==> config.mk <==
export PLATFORM = sky130hd
export DESIGN_NAME = servo_ramp
export DESIGN_NICKNAME = d
export VERILOG_FILES = /design/src/rtl/servo_ramp.sv
export SDC_FILE = /design/constraint.sdc
export NUM_CORES = 1
export LEC_CHECK = 0
export CAP_MARGIN = 30
export CORE_MARGIN = 3
export CORE_UTILIZATION = 48
export DETAILED_ROUTE_END_ITERATION = 8
export PLACE_DENSITY = 0.7
export SLEW_MARGIN = 20
export SYNTH_ARGS = -nofsm -noshare
export SYNTH_HDL_FRONTEND = slang
export SYNTH_SLANG_ARGS = --single-unit
==> constraint.sdc <==
create_clock -name clk -period 21 [get_ports clk]
set_clock_uncertainty 0.05 [all_clocks]
set_input_delay 4.2 -clock clk [delete_from_list [all_inputs] [get_ports clk]]
set_output_delay 4.2 -clock clk [all_outputs]
set_load 0.01 [all_outputs]
==> src/rtl/servo_ramp.sv <==
// Servo pulse-width ramp: converts an angle command into a PWM high-time and slews toward it
// by at most STEP ticks every HOLD_FRAMES PWM frames. Optional build macro SERVO_RAMP_PREEMPT_EN.
module servo_ramp #(
   parameter int unsigned MIN_W       = 25000,
   parameter int unsigned MAX_W       = 50000,
   parameter int unsigned STEP        = 250,
   parameter int unsigned HOLD_FRAMES = 2
) (
   input  logic        clk,
   input  logic        rst_n,
   input  logic        cmd_valid,
   output logic        cmd_ready,
   input  logic [7:0]  cmd_angle,
   input  logic        frame_start,
   output logic [19:0] pulse_width,
   output logic        busy,
   output logic        dir_up
);

   localparam logic [19:0] MIN_V     = 20'(MIN_W);
   localparam logic [19:0] MAX_V     = 20'(MAX_W);
   localparam logic [19:0] STEP_V    = 20'(STEP);
   localparam logic [7:0]  HOLD_LAST = 8'(HOLD_FRAMES - 1);
   localparam logic [7:0]  ANGLE_MAX = 8'd180;

`ifdef SERVO_RAMP_PREEMPT_EN
   localparam bit PREEMPT_EN = 1'b1;
`else
   localparam bit PREEMPT_EN = 1'b0;
`endif

   typedef enum logic [1:0] {
      IDLE,
      CONVERT,
      MOVE
   } state_t;

   state_t      state, state_next;
   logic [7:0]  angle_q, angle_next;
   logic [19:0] target, target_next;
   logic [19:0] pw_next;
   logic [7:0]  divider, divider_next;
   logic        dir_next;
   logic        ready_next;
   logic        busy_next;

   logic        accept;
   logic [7:0]  angle_clamped;
   logic [21:0] product;
   logic [19:0] target_raw;
   logic [19:0] target_calc;
   logic [19:0] up_gap;
   logic [19:0] down_gap;
   logic [19:0] stepped;

   assign accept        = cmd_valid & cmd_ready;
   assign angle_clamped = (cmd_angle > ANGLE_MAX) ? ANGLE_MAX : cmd_angle;

   // 180 * 8889 needs 21 bits; the >> 6 turns degrees into ticks with ~0.002% error.
   assign product     = 22'(angle_q) * 22'd8889;
   assign target_raw  = MIN_V + 20'(product >> 6);
   assign target_calc = (target_raw > MAX_V) ? MAX_V : target_raw;

   // Only the gap in the direction of travel is meaningful, so neither subtraction wraps in use.
   assign up_gap   = target - pulse_width;
   assign down_gap = pulse_width - target;

   always_comb begin
      if (target > pulse_width)
         stepped = (up_gap <= STEP_V) ? target : pulse_width + STEP_V;
      else
         stepped = (down_gap <= STEP_V) ? target : pulse_width - STEP_V;
   end

   always_comb begin
      // NOTE: every output of this block gets a default first so no path can infer a latch.
      state_next   = state;
      angle_next   = angle_q;
      target_next  = target;
      pw_next      = pulse_width;
      divider_next = divider;
      dir_next     = dir_up;

      case (state)
         IDLE: begin
            if (accept) begin
               angle_next = angle_clamped;
               state_next = CONVERT;
            end
         end

         CONVERT: begin
            target_next  = target_calc;
            divider_next = '0;
            dir_next     = (target_calc > pulse_width);
            state_next   = MOVE;
         end

         MOVE: begin
            if (PREEMPT_EN && accept) begin
               angle_next   = angle_clamped;
               divider_next = '0;
               state_next   = CONVERT;
            end else if (pulse_width == target) begin
               state_next = IDLE;
            end else if (frame_start) begin
               // The update lands on the same edge as the frame pulse, ahead of the PWM compare.
               if (divider == HOLD_LAST) begin
                  divider_next = '0;
                  pw_next      = stepped;
               end else begin
                  divider_next = divider + 8'd1;
               end
            end
         end

         default: state_next = IDLE;
      endcase

      ready_next = (state_next == IDLE) || (PREEMPT_EN && (state_next == MOVE));
      busy_next  = (state_next != IDLE);
   end

   always_ff @(posedge clk) begin
      // NOTE: sequential state uses non-blocking assignments so every register samples pre-edge values.
      if (!rst_n) begin
         state       <= IDLE;
         angle_q     <= '0;
         target      <= MIN_V;
         pulse_width <= MIN_V;
         divider     <= '0;
         cmd_ready   <= 1'b0;
         busy        <= 1'b0;
         dir_up      <= 1'b1;
      end else begin
         state       <= state_next;
         angle_q     <= angle_next;
         target      <= target_next;
         pulse_width <= pw_next;
         divider     <= divider_next;
         cmd_ready   <= ready_next;
         busy        <= busy_next;
         dir_up      <= dir_next;
      end
   end

endmodule

==> run metrics <==
# H-tree levels 3; Worst R2R Setup Slack 13380 ps; Hold Path Sink divider[1]; most common cell in the netlist inv_1; fmax approximately 0.13 GHz; syn_area_per_cell 7.56 µm²; synth top area cells ha_1 15%, dfxtp_1 14%, fa_1 5.9%; largest net degree at the start of global routing 35; Row Count 46; CTS tree built; status finished clean; grt ovf 0; Max FO, Critical Path 24; VDD IR max 0.0362 mV; Synthesized Nets roughly 1.2k; Worst EP required 21170 ps; antenna fix cells 0; Pins Over Slew Limit 0; final worst path period need 7620 ps; power density over the cells 58.7 nW/µm²; initial antenna violation count 0; WL final 22900 µm; area grow syn2layout 8.57%; Initial Util roughly 50%; endpoints failing setup 0; area leader, netlist ha_1; io pins 35; hold path cells 2; hold path start divider[1]; Post-synth EDFFs 0; GRT Util Overall 24.9%; complex-gate fraction of the synthesized area 27.7%; crit path DAT 7780 ps; reg-to-reg endpoint dir_up; clk sinks 58; dpl cells 1274; Multi-input gate area 6320 µm²; Syn. warnings 0; library cells used by synthesis 83; DIE WIDTH 136 µm; Crit path buffers/inverters 5; final period utilization 36.3%; placed cell areas 8510 µm²; top_reg_cell synth dfxtp_1; Final nets approximately 1.2k; # port buffers 34; setup TNS 0 ps; storage element area 1160 µm²; Root Buffer clkbuf_16; Slowest-stage cell, CP xor2_1; filler instances 1652; dpl hpwl 17900 µm; vias in the first global route around 7.4k; first-pass GRT wire length 37500 µm; worst slack, placed 13480 ps; initial drt markers 500; GPL Wtd Cong 0.954; slew of the pin with the lowest slew margin between 900 and 1000 ps; post-synth top area share 15.1%; core area 16200 µm²; critical path type register to register; Hold Buf Count CTS 0; Skew-Pair Late Insertion Delay 330 ps; die area 18500 µm²; Max Cap Viol 0; multiplexer share of the synthesized area ~1.9%; area share of fa/ha/maj cells after synthesis 21.0%; Hold Violations, Final 0; Yosys reg bits between 50 and 60; ys async rst share 0%; commonest cells in the netlist 102 x inv_1, 98 x ha_1, 79 x nor2_1; Vias/cell 6.19; post-synthesis sequential area ratio 14.3%; Final WS setup 13380 ps; setup bufs post-CTS 0; hold crit path type register to register; WL/cell 17.8 µm; Hold Worst Slack 446 ps; XOR/XNOR share of the synthesized area 5.07%; layout cells sized above 1 a little under 6%; final instance area roughly 8800 µm²; 1st-pass router iterations 5; non-filler cells, final ~1.3k; Slew headroom ~36%; Max Root-Sink Buffers 2; cell area after synthesis about 8100 µm²; cell family with most CP delay adder cells; main combinational cell family by area after synthesis compound AO/OA/AOI/OAI gates; r2r worst-path depth 31; r2r startpoint angle_q[7]; RSZ-0062 raised after global routing false; simple-gate area share of the yosys netlist 22.2%; Startpoint Class register; Die Span Y approximately 140 µm; post-cts gate resize count 0; leakage power 3.87 nW; DRT antenna net count 0; drt drc 0; DR vias 7976; post-synthesis cell count 1073; Pwr Total 517 µW; Worst-path clk slew 50 ps; CTS Buf Count 9; fin util 54.3%; crit path capture type register; Largest stage delay, worst path ~570 ps
sequential cells by signal (all words and copies together), names as in the netlist:
name / flops
pulse_width: 20
target: 17
angle_q: 8
divider: 8
state: 2
busy: 1
cmd_ready: 1
dir_up: 1
cells in the final DEF, fill, tap and decap left out, types with 6 or more instances in the layout:
cell             synthesis  final
o31ai_1                 16     16
and2_1                   6      6
or3_1                    9      9
nor2b_1                 14     14
a21oi_1                 70     70
ha_1                    98     98
mux2_2                   8      8
nor4_1                  13     13
xor2_1                  15     15
nor2_1                  79     79
clkdlybuf4s50_1          0     34
o22ai_1                 10     10
nand2_1                 71     71
a31oi_1                 16     16
xnor2_1                 32     32
nand4_1                 20     20
nor3_1                  23     23
a211oi_1                13     13
dfxtp_1                 58     58
and3_1                  19     19
clkbuf_16                0      9
inv_1                  102    102
nand2b_1                16     16
fa_1                    24     24
nand3_1                 47     47
o211ai_1                 6      6
a21o_1                  14     14
o21a_1                  14     14
or2_2                    8      8
mux2i_1                  6      6
o211a_1                  6      6
o221a_2                  9      9
o221ai_1                11     11
o21ai_0                 70     70
worst min-delay path, delay by kind of cell (launching register included):
kind | cells | cell delay [ps]
flops | 1 | 330
simple gates | 1 | 60
compound gates | 1 | 50
cell families (layout without fill, tap and decap cells):
group,count (synthesis),count (layout)
AND/OR/NAND/NOR,352,352
adder cells (fa/ha/maj),122,122
buffers and inverters,156,156
other,1,1
XOR/XNOR,47,47
AO/OA/AOI/OAI,323,323
multiplexers,14,14
flip-flops,58,58
worst max-delay path by stage:
stage / start / endpoint / cells past startpoint
after floorplan: angle_q[5] / dir_up / 31
after global placement: angle_q[6] / dir_up / 30
after detailed placement: angle_q[7] / dir_up / 30
after CTS: angle_q[7] / dir_up / 30
after global routing: angle_q[6] / dir_up / 32
final: angle_q[7] / dir_up / 31
metal layers:
layer / up-vias / track usage [%] / share of wire, %
met5: - / 0 / 0
met4: 0 / 9.52 / 3.6
met3: 59 / 2.59 / 4.4
met2: 247 / 42.9 / 48
met1: 3747 / 32.1 / 44
li1: 3923 / - / -
cell type report:
cell class                 count  area share [%]
timing repair buffer          39            4.29
clock buffer                  10            2.71
tap                          216            3.07
clock inverter                 5           0.625
multi-input combinational    859            71.8
inverter                     102            4.35
sequential                    58            13.2
report_power, final:
part	switching, mW	internal (mW)
Clock	0.0534	0.0938
Sequential	0.00541	0.113
Combinational	0.152	0.0986
(Power assumes the default switching activity.)
